===== config.mk =====
export PLATFORM = sky130hd
export DESIGN_NAME = param_seq_fsm
export DESIGN_NICKNAME = d
export VERILOG_FILES = /design/src/rtl/param_seq_fsm.sv
export SDC_FILE = /design/constraint.sdc
export NUM_CORES = 1
export LEC_CHECK = 0
export ABC_CLOCK_PERIOD_IN_PS = 1900
export BUFFER_PORTS_ARGS = -buffer_cell sky130_fd_sc_hd__buf_2
export CAP_MARGIN = 30
export CORE_AREA = 2 2 39 41
export CTS_CLUSTER_DIAMETER = 150
export DETAILED_ROUTE_END_ITERATION = 6
export DIE_AREA = 0 0 41 43
export GPL_ROUTABILITY_DRIVEN = 0
export PLACE_DENSITY = 0.7
export SLEW_MARGIN = 15
export SYNTH_ARGS = -nofsm -noshare
export SYNTH_HDL_FRONTEND = slang
export SYNTH_SLANG_ARGS = --single-unit

===== constraint.sdc =====
create_clock -name clk -period 1.9 [get_ports clk]
set_clock_uncertainty 0.15 [all_clocks]
set_input_delay 0.095 -clock clk [delete_from_list [all_inputs] [get_ports clk]]
set_output_delay 0.095 -clock clk [all_outputs]
set_load 0.02 [all_outputs]

===== src/rtl/param_seq_fsm.sv =====
// rtl/param_seq_fsm.sv - parametrised N-state sequencer with fwd/back/jump/clear commands
// Optional macro SEQ_LOCK_EN: lock=1 restricts commands to HOLD and FWD.
module param_seq_fsm #(
  parameter int NUM_STATES = 6,
  parameter int STATE_W    = 4,
  parameter int OUT_W      = 4
) (
  input  logic               clk,
  input  logic               rst,
  input  logic               en,
  input  logic [2:0]         user_input,
  input  logic [STATE_W-1:0] jump_idx,
  input  logic               lock,
  output logic [OUT_W-1:0]   out,
  output logic               wrap,
  output logic               cmd_err,
  output logic               illegal_err
);

  typedef enum logic [2:0] {
    CMD_HOLD  = 3'b000,
    CMD_FWD   = 3'b001,
    CMD_BACK  = 3'b010,
    CMD_JUMP  = 3'b011,
    CMD_CLEAR = 3'b100
  } cmd_e;

  localparam logic [STATE_W-1:0] LAST_IDX = STATE_W'(NUM_STATES - 1);
  localparam logic [STATE_W:0]   NUM_EXT  = (STATE_W + 1)'(NUM_STATES);

  logic [STATE_W-1:0] r_state;
  logic               r_wrap;
  logic               r_cmd_err;
  logic               r_illegal;

  cmd_e w_cmd;
  logic w_bad_state;
  logic w_jump_ok;
  logic w_locked;

  assign w_cmd       = cmd_e'(user_input);
  assign w_bad_state = ({1'b0, r_state} >= NUM_EXT);
  assign w_jump_ok   = ({1'b0, jump_idx} < NUM_EXT);

`ifdef SEQ_LOCK_EN
  assign w_locked = lock;
`else
  logic w_unused_lock;
  assign w_unused_lock = lock;
  assign w_locked      = 1'b0;
`endif

  always_ff @(posedge clk) begin
    if (rst) begin
      r_state   <= '0;
      r_wrap    <= 1'b0;
      r_cmd_err <= 1'b0;
      r_illegal <= 1'b0;
    end else begin
      r_wrap    <= 1'b0;
      r_cmd_err <= 1'b0;
      // Corrupted encodings recover to 0 ahead of any command, lock included.
      if (w_bad_state) begin
        r_state   <= '0;
        r_illegal <= 1'b1;
      end else if (en) begin
        case (w_cmd)
          CMD_HOLD: begin
            r_state <= r_state;
          end
          CMD_FWD: begin
            if (r_state == LAST_IDX) begin
              r_state <= '0;
              r_wrap  <= 1'b1;
            end else begin
              r_state <= r_state + 1'b1;
            end
          end
          CMD_BACK: begin
            if (w_locked) begin
              r_cmd_err <= 1'b1;
            end else if (r_state == '0) begin
              r_state <= LAST_IDX;
              r_wrap  <= 1'b1;
            end else begin
              r_state <= r_state - 1'b1;
            end
          end
          CMD_JUMP: begin
            if (w_locked || !w_jump_ok) begin
              r_cmd_err <= 1'b1;
            end else begin
              r_state <= jump_idx;
            end
          end
          CMD_CLEAR: begin
            if (w_locked) begin
              r_cmd_err <= 1'b1;
            end else begin
              r_state <= '0;
            end
          end
          default: begin
            r_cmd_err <= 1'b1;
          end
        endcase
      end
    end
  end

  assign out         = OUT_W'(r_state);
  assign wrap        = r_wrap;
  assign cmd_err     = r_cmd_err;
  assign illegal_err = r_illegal;

endmodule


==> metrics.md, run 1 <==
| Metric | Value |
|---|---|
| Status | `complete, no violations` |
| Peak VDD IR | `roughly 0.00036 V` |
| Antenna cell count | `0` |
| Initial Utilization | `42.13%` |
| CP startpoint kind | `flip-flop` |
| Leak pwr | `~0.00035 uW` |
| Worst hold slack | `96.43 ps` |
| Gate count of the mapped netlist | `a little under 70` |
| Overall Global Routing Usage | `16.90%` |
| Area of the die | `about 1800 um2` |
| Worst Max-Slew Pin Slew | `424.0 ps` |
| FMAX | `between 500 and 600 MHz` |
| Die X-Extent | `between 40 and 50 um` |
| CTS buffer count | `3` |
| Number of levels the H-tree was split into | `1` |
| Ports | `18` |
| Ys async rst share | `0%` |
| Avg Vias per Cell | `roughly 5.5` |
| Total Power Consumption | `422.0 uW` |
| CP Data Required Time | `1950 ps` |
| Critical path capture point type | `flip-flop` |
| Clock root buffer | `clkbuf_4` |
| Number of violations reported at the end of detailed-routing iteration 0 | `19` |
| Max-Slew Margin vs Limit | `between 70 and 80%` |
| DP Wirelength | `slightly above 1 mm` |
| Post-synth cell types | `37` |
| Worst hold-check path type | `in2reg` |
| Power Density | `between 500 and 600 nW/um2` |
| Biggest area contributors in the synthesized netlist | `dfxtp_1 24%, ha_1 8.6%, inv_1 4.5%` |
| Number of failing setup endpoints in the final timing report | `0` |
| Detailed Route WL | `~1.4 mm` |
| Minimum clock period | `roughly 1800 ps` |
| Share of the cycle needed by the critical path after routing | `approximately 93%` |
| Leading cell type in the layout, fill and taps excluded | `buf_2` |
| Clock transition at the registers of the reported paths | `50 ps` |
| Maximum net fanout on the critical path | `7` |
| Sum Neg Setup Slack | `0 ps` |
| Cell taking the most area after synthesis | `dfxtp_1` |
| First-pass GRT wire length | `between 1.5 and 2 mm` |
| Detailed-router iteration count before antenna repair | `4` |
| Setup Crit Path Kind | `reg2reg` |
| Max-slew violation count | `0` |
| Remaining antenna violation count | `0` |
| Commonest register cell after synthesis | `dfxtp_1` |
| Maximum number of pins on one net before global-route repair | `12` |
| Hold Violations, Final | `0` |
| Net total in the final layout | `between 100 and 150` |
| DRC Markers | `0` |
| Cell area after synthesis | `a little under 600 um2` |
| Clock sink count | `7` |
| Net count of the mapped netlist | `between 80 and 90` |
| Setup repair after global routing missed its margin | `false` |
| Total grt overflow | `0` |
| Placeable core region | `1384 um2` |
| Input/output buffers | `16` |
| Via count of the first global-routing pass | `about 440` |
| Post-CTS setup buffer count | `0` |
| Commonest non-fill, non-tap cells in the layout | `16 x buf_2, 7 x inv_1, 7 x dfxtp_1, 6 x nor2_1` |
| Number of antenna violations at the first check in global routing | `0` |
| Total of warnings raised by yosys | `0` |
| Fraction of final layout cells sized beyond drive strength 1 | `32.58%` |
| Max-cap violations | `0` |
| Arr. time, crit path | `between 1500 and 2000 ps` |
| Number of flops mapped to enable cells by yosys | `0` |
| CTS max path bufs | `2` |
| Vertical die dimension | `roughly 43 um` |
| Clock network latency to the later pin of the worst-skew pair | `260 ps` |
| Via count | `a little under 600` |
| Synthesis-stage register bit count | `7` |
| Syn_area_per_cell | `roughly 8.6 um2` |
| Share of synthesized area occupied by flip-flops and latches | `approximately 24%` |
| Area share of the leading cell type in the synthesized netlist | `24.03%` |
| Wire length per cell | `12.92 um` |
| FILL cells | `140` |
| Area added between synthesis and finish | `25.11%` |
| CTS tree | `built` |
| Std-Cell Rows | `14` |
-- cells by family (layout without fill, tap and decap cells) --
group	count (synthesis)	after routing	synth area share, %
flops	7	7	24.03
simple gates	23	23	26.18
buf+inv	10	31	8.584
compound gates	22	22	29.61
fa+ha+maj	4	4	8.584
xor+xnor	2	2	3.005
-- power by group --
| group | internal [uW] | switching [uW] | leakage [uW] |
|---|---|---|---|
| Sequential | 154 | 8.52 | 0.0000570 |
| Clock | 80.3 | 57.3 | 0.0000150 |
| Combinational | 54.7 | 67.2 | 0.000277 |
-- through the flow --
| step | util (%) | cell area [um2] | setup slack [ps] | instances |
|---|---|---|---|---|
| 2_1_floorplan | - | 583.1 | 166.7 | 68 |
| 3_3_place_gp | 48.19 | 666.9 | 178.1 | 98 |
| 3_5_place_dp | 48.19 | 666.9 | 173.8 | 98 |
| 4_1_cts | 52.26 | 723.2 | 147.2 | 105 |
| 5_1_grt | 52.71 | 729.5 | 61.49 | 105 |
| 6_report | 52.71 | 729.5 | 131.4 | 105 |
-- what timing repair did --
item | 4_1_cts | 5_1_grt
setup endpoints to repair | 0 | 1
resized for setup | 0 | 1
hold buffers | 3 | 0
hold endpoints to repair | 4 | 0
-- layer usage --
metal,GRT usage (%),vias to the layer above,wire [um]
li1,-,299,-
met1,21.36,258,596
met2,25.31,18,644
met3,7.853,3,105
met4,4.000,0,10
met5,0,-,0
-- flip-flops by register name (all words and copies together), names as in the netlist --
register     cells
cmd_err          1
illegal_err      1
out              4
wrap             1
-- cells in the mapped netlist, drive strengths merged, types with 2 or more instances --
| cell type | count |
|---|---|
| ha | 4 |
| a21oi | 4 |
| nor4 | 2 |
| o21ai | 4 |
| dfxtp | 7 |
| nor2 | 6 |
| inv | 7 |
| o31a | 2 |
| nand2 | 2 |
| nor3 | 3 |
| xnor2 | 2 |
| and3 | 3 |
| o211a | 2 |
| buf | 3 |
-- final timing paths --
kind | slack [ps] | cells past startpoint | start | endpoint
max | 130 | 5 | out[1] | out[2]
min | 100 | 3 | jump_idx[3] | out[3]
max reg2reg | 130 | 5 | out[1] | out[2]
min reg2reg | 320 | 2 | illegal_err | illegal_err
-- critical path: stages (launching register included) --
cell	delay (ps)
dfxtp_1	460
inv_1	130
ha_1	230
a2111oi_0	460
o211a_1	190
a31o_1	90
-- area by class of cell --
cell class                 instances  area, um2  area share (%)
multi-input combinational         51      399.1           54.72
sequential                         7      140.1           19.21
timing repair buffer              20      117.6           16.12
clock buffer                       4      26.28           3.602
inverter                           7      26.28           3.602
tap                               16      20.02           2.744
Power figures use the tool's default switching activity.
==> run 2: changes to the inputs <==
--- a/config.mk
+++ b/config.mk
@@ -14,5 +14,5 @@
 export DIE_AREA = 0 0 41 43
 export GPL_ROUTABILITY_DRIVEN = 0
-export PLACE_DENSITY = 0.7
+export PLACE_DENSITY = 0.69
 export SLEW_MARGIN = 15
 export SYNTH_ARGS = -nofsm -noshare
--- a/constraint.sdc
+++ b/constraint.sdc
@@ -3,3 +3,3 @@
 set_input_delay 0.095 -clock clk [delete_from_list [all_inputs] [get_ports clk]]
 set_output_delay 0.095 -clock clk [all_outputs]
-set_load 0.02 [all_outputs]
+set_load 0.1 [all_outputs]
==> run 2 against run 1 <==
- global-route usage is 3.9 points higher
- via count is 3.8% higher
- flip-flop and latch count stayed put
- routed wire length is 3.0% higher
- worst setup slack better by 33 ps
- utilization is 0.27 points lower
- critical path depth is 1 higher
- sequential share of layout area is 1.5 points higher
- non-clock buffer count is 1 lower
- clock power is 9% higher
- worst hold slack hardly changed
==> metrics.md, run 2 (same netlist as run 1, synthesis figures left out) <==
| Metric | Value |
|---|---|
| Die X-Extent | `slightly above 40 um` |
| Net total in the final layout | `around 100` |
| Final Core Density | `52.44%` |
| Cell depth of the worst min-delay path | `4` |
| Maximum number of pins on one net before global-route repair | `12` |
| Sw Share | `39.17%` |
| Vertical die dimension | `43 um` |
| Endpoint of the lowest-slack register-to-register path | `wrap` |
| Proportion of power drawn by the clock network | `a little under a third` |
| Sequential share of power | `a little over a third` |
| CP startpoint kind | `flip-flop` |
| Via count of the first global-routing pass | `between 500 and 600` |
| Launch instance of the worst min-delay path | `user_input[1]` |
| Number of failing setup endpoints in the final timing report | `0` |
| Max-cap violations | `0` |
| Worst hold slack | `about 96 ps` |
| Area of the die | `1763 um2` |
| Internal Dissipation | `between 200 and 300 uW` |
| Minimum clock period | `1736 ps` |
| CP Data Required Time | `roughly 1900 ps` |
| Leading cell type in the layout, fill and taps excluded | `buf_2` |
| Std-Cell Rows | `14` |
| Part of the total power dissipated in combinational logic | `between 30% and 40%` |
| Ports | `18` |
| Max-Slew Margin vs Limit | `around 68%` |
| Input/output buffers | `16` |
| Cell count after placement | `slightly below 100` |
| Wire length per cell | `about 13 um` |
| Overall Global Routing Usage | `between 20% and 30%` |
| Setup Crit Path Kind | `reg2reg` |
| Clock sink count | `7` |
| Hold Violations, Final | `0` |
| Worst hold path endpoint | `wrap` |
| Antenna cell count | `0` |
| Detailed-router iteration count before antenna repair | `6` |
| Placeable core region | `approximately 1400 um2` |
| Status | `complete, no violations` |
| Setup slack on the worst flop-to-flop path | `between 150 and 200 ps` |
| Area added between synthesis and finish | `24.46%` |
| Share of the cycle needed by the critical path after routing | `roughly nine tenths` |
| Clock network latency to the later pin of the worst-skew pair | `approximately 270 ps` |
| Sum Neg Setup Slack | `0 ps` |
| Number of violations reported at the end of detailed-routing iteration 0 | `19` |
| FILL cells | `134` |
| Number of antenna violations at the first check in global routing | `0` |
| CTS tree | `built` |
| Setup repair after global routing missed its margin | `false` |
| Power Density | `around 650 nW/um2` |
| Detailed Route WL | `1.398 mm` |
| Max-slew violation count | `0` |
| Remaining antenna violation count | `0` |
| Commonest non-fill, non-tap cells in the layout | `16 x buf_2, 7 x inv_1, 6 x nor2_1, 4 x a21oi_1, 4 x ha_1` |
| Worst hold-check path type | `in2reg` |
| Total grt overflow | `0` |
| Maximum net fanout on the critical path | `8` |
| Leak pwr | `0.0003439 uW` |
| Number of levels the H-tree was split into | `1` |
| DRC Markers | `0` |
| FMAX | `a little under 600 MHz` |
| Power spent charging and discharging nets | `184.9 uW` |
| Count of non-filler cells in the finished layout | `between 100 and 150` |
| Crit Reg-Reg Startpoint | `out[0]` |
| Worst Max-Slew Pin Slew | `approximately 500 ps` |
| Peak VDD IR | `0.0003562 V` |
| Total Power Consumption | `between 400 and 500 uW` |
| Flip-flop count of the largest register after layout | `4` |
| Arr. time, crit path | `roughly 1800 ps` |
| Initial Utilization | `between 40 and 50%` |
| First-pass GRT wire length | `roughly 2.4 mm` |
| CTS buffer count | `3` |
| Clock transition at the registers of the reported paths | `around 60 ps` |
| Via count | `600` |
| Avg Vias per Cell | `just under 6` |
| CTS max path bufs | `2` |
| Number of cells on the worst reg-to-reg path | `6` |
| Clock root buffer | `clkbuf_4` |
| Critical path capture point type | `flip-flop` |
| Fraction of final layout cells sized beyond drive strength 1 | `a little over a third` |
-- run 2: final cells by class --
type / instances / area, um2 / area share, %
Clock buffer: 4 / 26.28 / 3.621
Inverter: 7 / 26.28 / 3.621
Multi-Input combinational cell: 51 / 392.9 / 54.14
Sequential cell: 7 / 150.1 / 20.69
Tap cell: 16 / 20.02 / 2.759
Timing Repair Buffer: 19 / 110.1 / 15.17
-- run 2: how the worst max path moves through the flow --
stage           start     end  slack (ps)  depth (start not counted)
5_1_grt        out[0]    wrap          80                          6
6_report       out[0]    wrap         160                          6
4_1_cts        out[0]    wrap         200                          6
3_3_place_gp   out[0]    wrap         210                          6
2_1_floorplan  out[2]  out[1]         110                          4
3_5_place_dp   out[0]    wrap         220                          6
-- run 2: through the flow --
step	worst slack, ps	instance area (um2)
5_1_grt	80.55	725.7
3_3_place_gp	210.0	669.4
3_5_place_dp	217.8	669.4
2_1_floorplan	105.2	593.1
6_report	164.1	725.7
4_1_cts	198.8	725.7
-- run 2: power by group through the flow --
stage	logic, uW	registers (uW)	clock network [uW]
2_1_floorplan	72.7	215	0
3_3_place_gp	149	168	0
3_5_place_dp	150	169	0
4_1_cts	155	166	152
5_1_grt	169	168	161
6_report	156	165	150
-- run 2: routing by layer --
| metal | up-vias | share of wire (%) | global-route usage, % | wire (um) |
|---|---|---|---|---|
| li1 | 292 | - | - | - |
| met1 | 263 | 41 | 26.28 | 568 |
| met2 | 36 | 47 | 27.19 | 661 |
| met3 | 9 | 7.2 | 6.283 | 100 |
| met4 | 0 | 4.9 | 17.33 | 69 |
| met5 | - | 0 | 0 | 0 |
-- run 2: critical path, stage by stage (launching register included) --
cell	delay, ps
dfxtp_4	380
inv_1	70
ha_1	190
o21a_1	210
nor3_2	320
nand2_1	110
nor4_1	220
-- run 2: repair_timing --
item | 4_1_cts | 5_1_grt
hold buffers | 3 | 0
buffers inserted | 0 | 0
endpoints found under the hold margin | 4 | 0
gates resized for setup | 0 | 0
